<file path="src/rtl/sc_cpu_pkg.sv">
// Shared definitions for the single-cycle 16-bit core: datapath widths,
// reset vector and the fetch sequencer state encoding.
package sc_cpu_pkg;

    localparam int CPU_ADDR_W = 16;
    localparam int CPU_DATA_W = 16;

    localparam logic [CPU_ADDR_W-1:0] CPU_RESET_VECTOR = 16'h0000;

    typedef enum logic [1:0] {
        ST_BOOT  = 2'd0,
        ST_FETCH = 2'd1,
        ST_ISSUE = 2'd2,
        ST_HALT  = 2'd3
    } seq_state_e;

endpackage

</file>
<file path="src/rtl/fetch_watchdog.sv">
// Counts consecutive un-acknowledged fetch cycles and pulses timeout on the
// FETCH_TIMEOUT-th one. Clear has priority over enable.
module fetch_watchdog #(
    parameter int FETCH_TIMEOUT = 8
) (
    input  logic clk,
    input  logic rst_n,
    input  logic clr,
    input  logic en,
    output logic timeout
);

    localparam int CNT_W = (FETCH_TIMEOUT > 1) ? $clog2(FETCH_TIMEOUT) : 1;
    localparam logic [CNT_W-1:0] LAST = CNT_W'(FETCH_TIMEOUT - 1);

    logic [CNT_W-1:0] count_q, count_d;

    assign timeout = en && (count_q == LAST);

    always_comb begin
        count_d = count_q;
        if (clr) begin
            count_d = '0;
        end else if (en) begin
            // Saturate at the terminal value so the count never wraps.
            count_d = timeout ? count_q : count_q + CNT_W'(1);
        end
    end

    // NOTE: sequential state uses non-blocking assignments so every flop
    // samples the pre-edge values, regardless of statement order.
    always_ff @(posedge clk or negedge rst_n) begin
        if (!rst_n) begin
            count_q <= '0;
        end else begin
            count_q <= count_d;
        end
    end

endmodule

</file>
<file path="src/rtl/pc_sequencer.sv">
// Program counter and fetch sequencer: runs the instruction-memory handshake
// and presents one instruction at a time to decode.
module pc_sequencer
    import sc_cpu_pkg::*;
#(
    parameter int                ADDR_W        = CPU_ADDR_W,
    parameter int                DATA_W        = CPU_DATA_W,
    parameter logic [ADDR_W-1:0] RESET_VECTOR  = CPU_RESET_VECTOR,
    parameter logic [ADDR_W-1:0] INC           = ADDR_W'(1),
    parameter int                FETCH_TIMEOUT = 8
) (
    input  logic              clk,
    input  logic              rst_n,
    output logic [ADDR_W-1:0] pc_out,
    output logic [ADDR_W-1:0] inc_out,
    input  logic [ADDR_W-1:0] seq_pc,
    input  logic              branch_taken,
    input  logic [ADDR_W-1:0] branch_target,
    input  logic              halt_req,
    input  logic              stall,
    output logic              imem_req,
    output logic [ADDR_W-1:0] imem_addr,
    input  logic              imem_ack,
    input  logic [DATA_W-1:0] imem_rdata,
    output logic [DATA_W-1:0] instr,
    output logic              instr_valid,
    output logic              halted,
    output logic              fetch_err
);

    seq_state_e        state_q, state_d;
    logic [ADDR_W-1:0] pc_q, pc_d;
    logic [DATA_W-1:0] instr_q, instr_d;
    logic              req_q, req_d;
    logic              valid_q, valid_d;
    logic              halted_q, halted_d;
    logic              err_q, err_d;

    logic in_fetch;
    logic wdg_timeout;

    assign in_fetch = (state_q == ST_FETCH);

    fetch_watchdog #(
        .FETCH_TIMEOUT(FETCH_TIMEOUT)
    ) u_watchdog (
        .clk    (clk),
        .rst_n  (rst_n),
        .clr    (!in_fetch || imem_ack),
        .en     (in_fetch && !imem_ack),
        .timeout(wdg_timeout)
    );

    always_ff @(posedge clk or negedge rst_n) begin
        if (!rst_n) begin
            state_q <= ST_BOOT;
        end else begin
            state_q <= state_d;
        end
    end

    // NOTE: every combinational output gets a default first, so no path
    // through the case leaves it unassigned and infers a latch.
    always_comb begin
        state_d = state_q;
        unique case (state_q)
            ST_BOOT:  state_d = ST_FETCH;
            ST_FETCH: begin
                // A late ack on the timeout cycle still completes the fetch.
                if (imem_ack) begin
                    state_d = ST_ISSUE;
                end else if (wdg_timeout) begin
                    state_d = ST_HALT;
                end
            end
            ST_ISSUE: begin
                if (!stall) begin
                    state_d = halt_req ? ST_HALT : ST_FETCH;
                end
            end
            ST_HALT:  state_d = ST_HALT;
            default:  state_d = ST_BOOT;
        endcase
    end

    always_comb begin
        pc_d     = pc_q;
        instr_d  = instr_q;
        req_d    = req_q;
        valid_d  = valid_q;
        halted_d = halted_q;
        err_d    = err_q;
        unique case (state_q)
            ST_BOOT: begin
                req_d = 1'b1;
            end
            ST_FETCH: begin
                if (imem_ack) begin
                    instr_d = imem_rdata;
                    req_d   = 1'b0;
                    valid_d = 1'b1;
                end else if (wdg_timeout) begin
                    req_d    = 1'b0;
                    err_d    = 1'b1;
                    halted_d = 1'b1;
                end
            end
            ST_ISSUE: begin
                // Stall freezes everything, including redirect and halt requests.
                if (!stall) begin
                    valid_d = 1'b0;
                    if (halt_req) begin
                        halted_d = 1'b1;
                    end else begin
                        req_d = 1'b1;
                        pc_d  = branch_taken ? branch_target : seq_pc;
                    end
                end
            end
            ST_HALT: begin
                req_d    = 1'b0;
                valid_d  = 1'b0;
                halted_d = 1'b1;
            end
            default: begin
                req_d   = 1'b0;
                valid_d = 1'b0;
            end
        endcase
    end

    always_ff @(posedge clk or negedge rst_n) begin
        if (!rst_n) begin
            pc_q     <= RESET_VECTOR;
            instr_q  <= '0;
            req_q    <= 1'b0;
            valid_q  <= 1'b0;
            halted_q <= 1'b0;
            err_q    <= 1'b0;
        end else begin
            pc_q     <= pc_d;
            instr_q  <= instr_d;
            req_q    <= req_d;
            valid_q  <= valid_d;
            halted_q <= halted_d;
            err_q    <= err_d;
        end
    end

    assign pc_out      = pc_q;
    assign inc_out     = INC;
    assign imem_addr   = pc_q;
    assign imem_req    = req_q;
    assign instr       = instr_q;
    assign instr_valid = valid_q;
    assign halted      = halted_q;
    assign fetch_err   = err_q;

endmodule

</file>
<file path="config.mk">
export PLATFORM = sky130hd
export DESIGN_NAME = pc_sequencer
export DESIGN_NICKNAME = d
export VERILOG_FILES = /design/src/rtl/sc_cpu_pkg.sv /design/src/rtl/fetch_watchdog.sv /design/src/rtl/pc_sequencer.sv
export SDC_FILE = /design/constraint.sdc
export NUM_CORES = 1
export LEC_CHECK = 0
export ABC_AREA = 1
export CORE_AREA = 2 2 99 101
export DETAILED_ROUTE_END_ITERATION = 8
export DIE_AREA = 0 0 101 103
export PLACE_DENSITY = 0.5
export SLEW_MARGIN = 20
export SYNTH_ARGS = -nofsm -noshare
export SYNTH_HDL_FRONTEND = slang
export SYNTH_HIERARCHICAL = 1
export SYNTH_SLANG_ARGS = --single-unit
export TNS_END_PERCENT = 50
</file>
<file path="constraint.sdc">
create_clock -name clk -period 4.6 [get_ports clk]
set_clock_uncertainty 0.15 [all_clocks]
set_input_delay 0.92 -clock clk [delete_from_list [all_inputs] [get_ports clk]]
set_output_delay 0.92 -clock clk [all_outputs]
set_load 0.1 [all_outputs]
</file>
Word-level counts from Yosys, hierarchy flattened
Cells that the tools add are included.
Word-level totals
  output and inout bits: 68
  bits in registers: 41
  word-level logic and storage cells: 62
  input bits: 54
Operators by class
  equal/unequal tests: 12
  reductions and logical operators: 16
  mux-type cells: 22
  bitwise gates (word level): 3
  add/subtract/negate cells: 1
Operator list (number)
  16-bit 2-to-1 mux: 1
  3-bit AND reduction: 4
  1-bit 2-to-1 mux: 10
  2-bit inequality test (second input constant): 5
  3-bit 2-to-1 mux: 3
  2-bit 2-to-1 mux: 4
  2-bit one-hot mux with 4 select lines: 1
  1-bit one-hot mux with 3 select lines: 2
  2-bit AND reduction: 3
  5-bit AND reduction: 1
  2-bit == test (second input constant): 2
  2-bit by 1-bit inequality test with 1-bit output (second input constant): 2
  1-bit one-hot mux with 4 select lines: 1
  3-bit by 1-bit adder with 3-bit output (second input constant): 1
  3-bit == test (second input constant): 1
  3-bit by 2-bit inequality test with 1-bit output (second input constant): 1
  1-bit NOT: 3
  3-bit nonzero test: 1
  2-bit by 1-bit == test with 1-bit output (second input constant): 1
  1-bit logical AND: 2
  1-bit logical NOT: 2
  2-bit logical NOT: 1
  2-bit nonzero test: 1
  1-bit logical OR: 1

Logic depth before layout (Yosys ltp)
  depth after elaboration: 6
  gate-level depth with buffers: 11

By module
Netlist, hierarchy kept.
Modules (own cells, without submodules)
  pc_sequencer: area each 2033.2 um2, instances 1, cells each 258
  fetch_watchdog: area each 173.9 um2, instances 1, cells each 22

Worst setup path before layout
OpenSTA, ideal clock, no wires.
  path type: register to output
  start: register pc_q[0] (netlist: imem_addr[0])
  end: output port pc_out[0]
  data arrival time: 1.335 ns
  path slack: 2.195 ns
  path buffers: 1
  required time: 3.530 ns
  stages on the path, launching flop included: 2
  cell sequence: dfrtp_1 buf_4
RTL lines
  from (decl): RTL line pc_sequencer.sv:32  | logic [ADDR_W-1:0] pc_q, pc_d;
  from (signal assigned): RTL line pc_sequencer.sv:141  | pc_q <= pc_d;
  to (decl): RTL line pc_sequencer.sv:14  | output logic [ADDR_W-1:0] pc_out,
No word-level cell between the ends.

Final worst setup path
  start: register pc_q[13] (netlist: imem_addr[13])
  end: output port imem_addr[13]
RTL lines
  to (decl): RTL line pc_sequencer.sv:22  | output logic [ADDR_W-1:0] imem_addr,
No word-level cell between the ends.

==> impl_metrics.env <==
export IMPL_status="completed"
export IMPL_hold_buffers=0
export IMPL_cts_inserted_buffers=5
export IMPL_synth_top_area_share=0.465
export IMPL_use_met1=0.127
export IMPL_grt_antenna_before_repair=0
export IMPL_vias_per_cell=3.88
export IMPL_yosysTopAreaCell="dfrtp_1"
export IMPL_clk_pin_slew_ns=0.07
export IMPL_min_delay_start="instr[1]"
export IMPL_cts_resized=0
export IMPL_dp_hpwl_mm=3.88
export IMPL_syn_area_sq_um=2210
export IMPL_cp_start_kind="flop"
export IMPL_critPathBufInv=1
export IMPL_grt_pass1_vias=1815
export IMPL_cp_end_kind="output port"
export IMPL_holdPathEnd="instr[1]"
export IMPL_die_area_sq_um=10400
export IMPL_crit_path_top_delay_cell="clkdlybuf4s50_1"
export IMPL_grt_busiest_layer="met2"
export IMPL_drc_errors=0
export IMPL_finalSetupViolCount=0
export IMPL_drive_above_1_share=0.0490
export IMPL_rsz0062_at_grt="false"
export IMPL_grt_overflow_total=0
export IMPL_crit_family="buffers and inverters"
export IMPL_fin_crit_sh=0.631
export IMPL_slew_limit_headroom=0.333
export IMPL_hold_depth=2
export IMPL_worstPathRequired_ns=3.53
export IMPL_cp_max_fo=3
export IMPL_antennaDiodeCount=0
export IMPL_nFillCells=1022
export IMPL_nets=422
export IMPL_die_h_um=103
export IMPL_rr_endpoint="imem_req"
export IMPL_cts_setup_buffers=0
export IMPL_slowest_delay_ns=1.15
export IMPL_cts_sinks=41
export IMPL_syn_to_final_growth_pct=46.7
export IMPL_clock_latency_ns=0.29
export IMPL_synth_cell_types=20
export IMPL_htreeDepth=2
export IMPL_rrSetupSlack_ns=3.01
export IMPL_grt_pass1_wl_mm=8.30
export IMPL_cts_tree="done"
export IMPL_routed_wl_mm=5.01
export IMPL_r2r_start="state_q[0]"
export IMPL_finalMaxSlewViolations=0
export IMPL_crit_chain="clkdlybuf4s50_1"
export IMPL_crit_arrival_ns=1.83
export IMPL_netlist_top_cells_area="dfrtp_1 46%, nand2_1 19%, buf_4 11%"
export IMPL_yosysWarningCount=6
export IMPL_gp_congestion=0.678
export IMPL_gr_usage_met3=0.0251
export IMPL_design_core_area_sq_um=9460
export IMPL_syn_avg_cell_area_sq_um=7.88
export IMPL_syn_inst=280
export IMPL_grtUsageMet2=0.163
export IMPL_hold_violations=0
export IMPL_ys_seq_elements=41
export IMPL_post_route_min_period_ns=2.90
export IMPL_drt_initial_drc_count=48
export IMPL_critPathKind="flop to output port"
export IMPL_cp_startpoint="imem_addr[13]"
export IMPL_drt_pass1_iter_count=4
export IMPL_grt_max_degree=42
export IMPL_num_rows=36
export IMPL_r2r_cells=11
export IMPL_post_drt_wl_per_cell_um=10.4
export IMPL_io_pins=122
export IMPL_fin_setup_tns_ns=0
export IMPL_die_w_um=101
export IMPL_start_util=0.233
export IMPL_port_buffers=105
export IMPL_grt_usage=0.100
export IMPL_tightest_slew_ns=0.998
export IMPL_seq_area_frac_synth=0.465
export IMPL_vias=1864
export IMPL_maxCapViolCount=0
export IMPL_clockRootBuffer="clkbuf_8"
export IMPL_ant_nets=0
export IMPL_min_path_type="flop to flop"
export IMPL_cts_buffer_depth=2
export IMPL_fmax_ghz=0.345
==> final cells by class <==
| cell class | count | area, sq um | share of cell area |
|---|---|---|---|
| inverters | 32 | 123 | 0.0379 |
| multi-input cells | 181 | 817 | 0.252 |
| flip-flops and latches | 41 | 1030 | 0.317 |
| repair buffers | 105 | 1050 | 0.323 |
| clock inverters | 1 | 7.51 | 0.00232 |
| well taps | 114 | 143 | 0.0440 |
| clock buffers | 7 | 76.3 | 0.0236 |
==> sequential cells by signal, summed over array words and instances (netlist names) <==
name and flops:
u_watchdog/count_q 3, fetch_err 1, instr 16, instr_valid 1, imem_req 1, imem_addr 16, state_q 2, halted 1
==> per-stage QoR <==
stage	cell area [sq um]	hold WS, ns	setup slack [ns]	utilization	instances
after floorplan	2260	0.332	2.19	-	294
after global placement	3150	0.304	1.88	0.333	473
after detailed placement	3150	0.311	1.92	0.333	473
after CTS	3240	0.329	1.67	0.342	481
after global routing	3240	0.357	1.63	0.342	481
final	3240	0.322	1.70	0.342	481
==> worst register-to-register path, cell delays in order (launching register included) <==
cell	delay, ns
dfrtp_1	0.41
inv_2	0.08
nor2_4	0.10
inv_2	0.07
nor2_1	0.19
nand2_1	0.08
inv_1	0.05
inv_1	0.05
nand3_1	0.13
nand3_1	0.08
nand2_1	0.06
nand2_1	0.04
==> cell usage after synthesis <==
cell type  count
nand4_1        1
nor2_8         2
nor2_1         1
clkbuf_1       4
nor2_2         1
inv_4          1
dfrtp_1       41
conb_1         2
o21ai_0       35
ha_1           2
nand2_4        1
buf_6          3
clkbuf_2       1
nand3_1       10
o21bai_1       1
inv_2          4
inv_1         27
nor2_4         2
nand2_1      109
buf_4         32
==> worst max path at each step <==
stage,to,slack [ns],depth (start not counted)
after floorplan,pc_out[0],2.19,1
final,imem_addr[13],1.70,1
after global placement,instr_valid,1.88,5
after global routing,imem_addr[13],1.63,1
after detailed placement,instr_valid,1.92,5
after CTS,imem_addr[13],1.67,1
==> layer usage <==
metal / routed length, um / part of all wire
met1: 2260 / 0.45
met2: 2260 / 0.45
met3: 404 / 0.081
met4: 87 / 0.017
met5: 0 / 0
==> kinds of logic after synthesis <==
logic type | after synthesis | share of synthesized area
adders and majority gates | 2 | 0.0113
AOI/OAI and AO/OA | 36 | 0.0828
other | 2 | 0.00340
and+or+nand+nor | 127 | 0.249
buffers and inverters | 72 | 0.189
DFF | 41 | 0.465
==> cells in the final DEF (no fill, tap or decap) <==
master,instances
inv_1,27
nand3_1,10
clkbuf_8,5
inv_4,1
clkbuf_1,2
nand2_4,1
dfrtp_1,41
inv_2,4
nor2_1,1
clkdlybuf4s50_1,104
nand4_1,1
nor2_8,2
nor2_2,1
buf_2,1
nand2_1,109
o21ai_0,35
ha_1,2
clkinvlp_4,1
nor2_4,2
o21bai_1,1
conb_1,16
Power is not shown: default switching activity piles up to over one toggle a cycle in this logic, so the estimate is an artifact.
